`src/rtl/data_mem_arbiter_pkg.sv`:
```
// Shared types and constants for the multicore data-memory arbiter.
package data_mem_arbiter_pkg;

  typedef enum logic {
    ARB_RR    = 1'b0,
    ARB_FIXED = 1'b1
  } arb_mode_t;

  localparam int MAX_CORES = 16;

  // Core-ID field width; a single-bit field is kept even for degenerate counts.
  function automatic int id_width(input int n_cores);
    return (n_cores > 1) ? $clog2(n_cores) : 1;
  endfunction

endpackage

```
`src/rtl/data_mem_arbiter_rr_select.sv`:
```
// Combinational priority picker: first asserted request at or after i_start, wrapping.
module rr_select #(
  parameter int N  = 4,
  parameter int IW = 2
) (
  input  logic [N-1:0]  i_req,
  input  logic [IW-1:0] i_start,
  output logic [N-1:0]  o_gnt,
  output logic [IW-1:0] o_idx,
  output logic          o_found
);

  int w_pos;

  always_comb begin
    // NOTE: every output gets a default first so no path through the loop infers a latch.
    o_gnt   = '0;
    o_idx   = '0;
    o_found = 1'b0;
    w_pos   = 0;
    for (int k = 0; k < N; k++) begin
      w_pos = int'(i_start) + k;
      if (w_pos >= N) w_pos = w_pos - N;
      if (!o_found && i_req[w_pos[IW-1:0]]) begin
        o_found               = 1'b1;
        o_gnt[w_pos[IW-1:0]]  = 1'b1;
        o_idx                 = w_pos[IW-1:0];
      end
    end
  end

endmodule

```
`src/rtl/data_mem_arbiter.sv`:
```
// Single-port data-memory arbiter for N_CORES cores with fixed-latency read return.
module data_mem_arbiter
  import data_mem_arbiter_pkg::*;
#(
  parameter int        N_CORES   = 4,
  parameter int        REG_WIDTH = 12,
  parameter int        MEM_LAT   = 1,
  parameter arb_mode_t MODE      = ARB_RR
) (
  input  logic                               clk,
  input  logic                               rstN,
  input  logic [N_CORES-1:0]                 coreReq,
  input  logic [N_CORES-1:0]                 coreWrEn,
  input  logic [N_CORES-1:0][REG_WIDTH-1:0]  coreAddr,
  input  logic [N_CORES-1:0][REG_WIDTH-1:0]  coreWrData,
  output logic [N_CORES-1:0]                 coreGnt,
  output logic [REG_WIDTH-1:0]               coreRdData,
  output logic [N_CORES-1:0]                 coreRdValid,
  output logic [REG_WIDTH-1:0]               dataMemAddr,
  output logic [REG_WIDTH-1:0]               DataMemIn,
  output logic                               DataMemWrEn,
  input  logic [REG_WIDTH-1:0]               DataMemOut
);

  localparam int IW = id_width(N_CORES);

  logic [IW-1:0]      r_rr_ptr;
  logic [MEM_LAT-1:0] r_pipe_vld;
  logic [IW-1:0]      r_pipe_id [MEM_LAT];

  logic [IW-1:0]      w_start;
  logic [N_CORES-1:0] w_sel_gnt;
  logic [IW-1:0]      w_idx;
  logic               w_found;
  logic               w_grant;
  logic               w_rd_push;
  logic               w_exit_vld;
  logic [IW-1:0]      w_exit_id;

  assign w_start = (MODE == ARB_RR) ? r_rr_ptr : '0;

  rr_select #(.N(N_CORES), .IW(IW)) u_select (
    .i_req   (coreReq),
    .i_start (w_start),
    .o_gnt   (w_sel_gnt),
    .o_idx   (w_idx),
    .o_found (w_found)
  );

  // Masked by rstN so nothing is granted (or accepted) while reset is held.
  assign w_grant    = w_found & rstN;
  assign w_rd_push  = w_grant & ~coreWrEn[w_idx];
  assign w_exit_vld = r_pipe_vld[MEM_LAT-1];
  assign w_exit_id  = r_pipe_id[MEM_LAT-1];

  always_comb begin
    coreGnt     = '0;
    dataMemAddr = '0;
    DataMemIn   = '0;
    DataMemWrEn = 1'b0;
    if (w_grant) begin
      coreGnt     = w_sel_gnt;
      dataMemAddr = coreAddr[w_idx];
      DataMemIn   = coreWrData[w_idx];
      DataMemWrEn = coreWrEn[w_idx];
    end
  end

  always_comb begin
    coreRdValid = '0;
    coreRdData  = '0;
    if (w_exit_vld) begin
      coreRdValid[w_exit_id] = 1'b1;
      coreRdData             = DataMemOut;
    end
  end

  always_ff @(posedge clk or negedge rstN) begin
    if (!rstN) begin
      r_rr_ptr   <= '0;
      r_pipe_vld <= '0;
    end else begin
      // NOTE: non-blocking so each pipeline stage samples its predecessor's pre-edge value.
      if (MODE == ARB_RR && w_grant)
        r_rr_ptr <= (w_idx == IW'(N_CORES - 1)) ? '0 : w_idx + IW'(1);
      r_pipe_vld[0] <= w_rd_push;
      for (int s = 1; s < MEM_LAT; s++) r_pipe_vld[s] <= r_pipe_vld[s-1];
    end
  end

  // NOTE: the ID payload is left unreset; the valid bits alone decide whether it is used.
  always_ff @(posedge clk) begin
    r_pipe_id[0] <= w_idx;
    for (int s = 1; s < MEM_LAT; s++) r_pipe_id[s] <= r_pipe_id[s-1];
  end

endmodule

```
`config.mk`:
```
export PLATFORM = sky130hd
export DESIGN_NAME = data_mem_arbiter
export DESIGN_NICKNAME = d
export VERILOG_FILES = /design/src/rtl/data_mem_arbiter_pkg.sv /design/src/rtl/data_mem_arbiter_rr_select.sv /design/src/rtl/data_mem_arbiter.sv
export SDC_FILE = /design/constraint.sdc
export NUM_CORES = 1
export LEC_CHECK = 0
export CAP_MARGIN = 20
export CORE_AREA = 2 2 76 78
export DETAILED_ROUTE_END_ITERATION = 16
export DIE_AREA = 0 0 78 80
export GPL_ROUTABILITY_DRIVEN = 0
export HOLD_SLACK_MARGIN = 0.02
export PLACE_DENSITY = 0.93
export SLEW_MARGIN = 20
export SYNTH_ARGS = -nofsm -noshare
export SYNTH_HDL_FRONTEND = slang
export SYNTH_SLANG_ARGS = --single-unit
```
`constraint.sdc`:
```
create_clock -name clk -period 5.39 [get_ports clk]
set_input_delay 1.078 -clock clk [delete_from_list [all_inputs] [get_ports clk]]
set_output_delay 1.078 -clock clk [all_outputs]
set_load 0.02 [all_outputs]
```
==> summary.txt <==
STA
  – Setup Skew: 2.563 ps
  – RSZ-0062 raised after global routing: no
  – TNS Setup: 0 ps
  – Tcrit/Tclk final: 97.25%
  – Worst hold slack: 744.9 ps
  – Worst rel slew slack: 58.75%
  – Fin. max-slew vios: 0
  – Fin. Hold Viols: 0
  – Final setup violation count: 0
  – Max Freq: 190.8 MHz
  – Worst slew pin tran: 612.1 ps
  – Min cycle time layout: 5242 ps

Power and ir drop
  – Pwr Total: 1.891 mW
  – Pwr Density: 537.0 nW/um2
  – Leakage power: 1.419 nW
  – Max IR drop VDD: 271.3 uV

Floorplan
  – Die Height: 80 um
  – Core area: 5405 um2
  – FP Rows: 27
  – Die Wd: 78 um
  – DIE AREA: 6240 um2
  – Top-level port count: 163
  – Initial Util: 32.80%

Logic synthesis
  – Yosys reg bits: 5
  – Register area share after synthesis: 6.493%
  – Most used DFF post-synth: dfrtp_1
  – Synth top cells by count: mux2i_1, o22ai_2, nor2_1
  – Post-synth top area share: 28.79%
  – Yosys Warn Count: 0
  – Largest area contributor in the netlist: mux2i_1
  – Cells after synthesis: 196
  – Syn Area/Cell: 9.046 um2
  – Post-synth EDFFs: 0
  – Cell area after synthesis: 1773 um2
  – Yosys cell types: 43
  – FFs w/ async S/R, synth: 60.00%
  – Synth Net Count: 322
  – Cell with the most instances after synthesis: mux2i_1
  – Synth area leaders: mux2i_1, o22ai_2, ha_1

Finish
  – Share of the core filled with cells: 65.16%
  – Nets: 484
  – Register Area: 115.1 um2
  – Ant diodes: 0
  – Layout cells sized above 1: 14.29%
  – Fill cell count: 438
  – Multi-input logic area: 1493 um2
  – Area grow syn2layout: 98.66%
  – Post-route cell area: 3522 um2

GRT
  – Gr usage total: 19.77%
  – GR Layer Usage met1: 21.10%
  – Vias in the first global route: 2131
  – Global route hottest layer: met2
  – Largest net degree at the start of global routing: 25
  – Overflow left after global routing: 0
  – GR Util met3: 3.959%
  – Antenna violations before repair: 0
  – First-pass GRT wire length: 9.977 mm
  – Met2 usage: 38.62%

Min path
  – Hold crit path type: flop to flop

Detailed routing
  – DRC viols: 0
  – Initial drt markers: 142
  – Via count: 2186
  – Initial DRT Pass Iterations: 4
  – WL final: 6.561 mm
  – Vias per cell: 5.096
  – Post-DR wirelength/cell: 15.29 um
  – Final antenna-violating net count: 0

Critical path
  – Crit end category: primary output
  – Critical Path Most Common Cell: clkdlybuf4s50_1
  – CP Launch Type: input port
  – Max incr delay on CP: 620 ps
  – CP arrival: 4160 ps
  – Setup CP Type: input port to primary output
  – Cell chain of the critical path: clkdlybuf4s50_1 -> mux4_2 -> nor2b_4 -> nor2_2 -> o22ai_4 -> buf_12 -> mux2i_1 -> o22ai_2 -> clkdlybuf4s50_1
  – Slowest CP cell: mux4_2
  – CP Data Required Time: 4310 ps
  – Max FO, Critical Path: 20

Clock network
  – Post CTS Setup Buffer Count: 0
  – # H-tree levels: 1
  – Post-CTS sizing: 0
  – CTS Buf Count: 3
  – Clock Tree Buf Depth: 2
  – Hold-fix buffers, CTS: 0
  – CTS root buffer: clkbuf_8
  – Worst-path clk slew: 40 ps
  – CTS tree: done
  – Clk_lat worst skew: 230 ps
  – Clock sinks: 5

Placement
  – Placed inst area: 3477 um2
  – Port Buffers: 162
  – Hpwl dp: 5.566 mm

Flow run
  – Max-Cap Viols: 0

Run status
  – Result of the run: complete, no violations
final cells by class:
type	instances	share of cell area [%]
Tap cell	72	2.558
Timing Repair Buffer	176	50.09
Inverter	4	0.4263
Multi-Input combinational cell	168	42.38
Clock buffer	4	1.279
Sequential cell	5	3.268
layer usage:
layer  routed length (um)  share of wire [%]
met5                    0                  0
met4                  141                2.1
met3                  568                8.7
met2                 3508                 53
met1                 2342                 36
path summary, 6_finish.rpt:
path	startpoint	end	slack, ps	cells past startpoint
max reg2reg	r_rr_ptr[1]	r_pipe_vld	2220	8
max in group asynchronous	rstN	r_pipe_vld	4120	1
max	coreReq[1]	dataMemAddr[4]	150	9
min	r_rr_ptr[0]	r_rr_ptr[0]	740	3
min reg2reg	r_rr_ptr[0]	r_rr_ptr[0]	740	3
min in group asynchronous	rstN	r_rr_ptr[0]	1080	1
state kept, by name (all words and copies together) (netlist names):
| signal | count |
|---|---|
| r_pipe_id | 2 |
| r_pipe_vld | 1 |
| r_rr_ptr | 2 |
logic make-up after synthesis:
group	synth area share (%)
buffers and inverters	9.315
and+or+nand+nor	16.87
xor gates and xnor gates	0.4941
adders and majority gates	5.646
muxes	33.24
DFF	6.493
AOI/OAI and AO/OA	27.95
where the power goes:
group | switching [mW] | internal [mW] | total, mW | leakage [nW]
Sequential | 0.0299 | 0.0571 | 0.0870 | 0.0537
Combinational | 0.860 | 0.874 | 1.73 | 1.34
Clock | 0.0203 | 0.0509 | 0.0712 | 0.0228
Total | 0.910 | 0.982 | 1.89 | 1.42
cells in the final DEF, fill, tap and decap left out, types with 5 or more instances in the layout:
| cell type | count |
|---|---|
| clkdlybuf4s50_1 | 162 |
| mux2i_1 | 51 |
| o22ai_2 | 20 |
| nor2_1 | 17 |
| and2_1 | 13 |
| buf_4 | 11 |
| ha_1 | 8 |
| nand2_1 | 5 |
| a22oi_1 | 5 |
| o22ai_1 | 5 |
metrics by stage:
step | setup WS, ps | std cells
finish | 148.1 | 429
global route | 12.14 | 429
global placement | 261.9 | 425
CTS | 160.4 | 429
floorplan | 1336 | 196
detailed placement | 174.2 | 425
worst max-delay path: cells and delay by family:
| kind | cells | cell delay, ps |
|---|---|---|
| mux | 2 | 950 |
| compound gates | 2 | 490 |
| buf+inv | 3 | 1320 |
| simple gates | 2 | 310 |
Power figures use the tool's default switching activity.
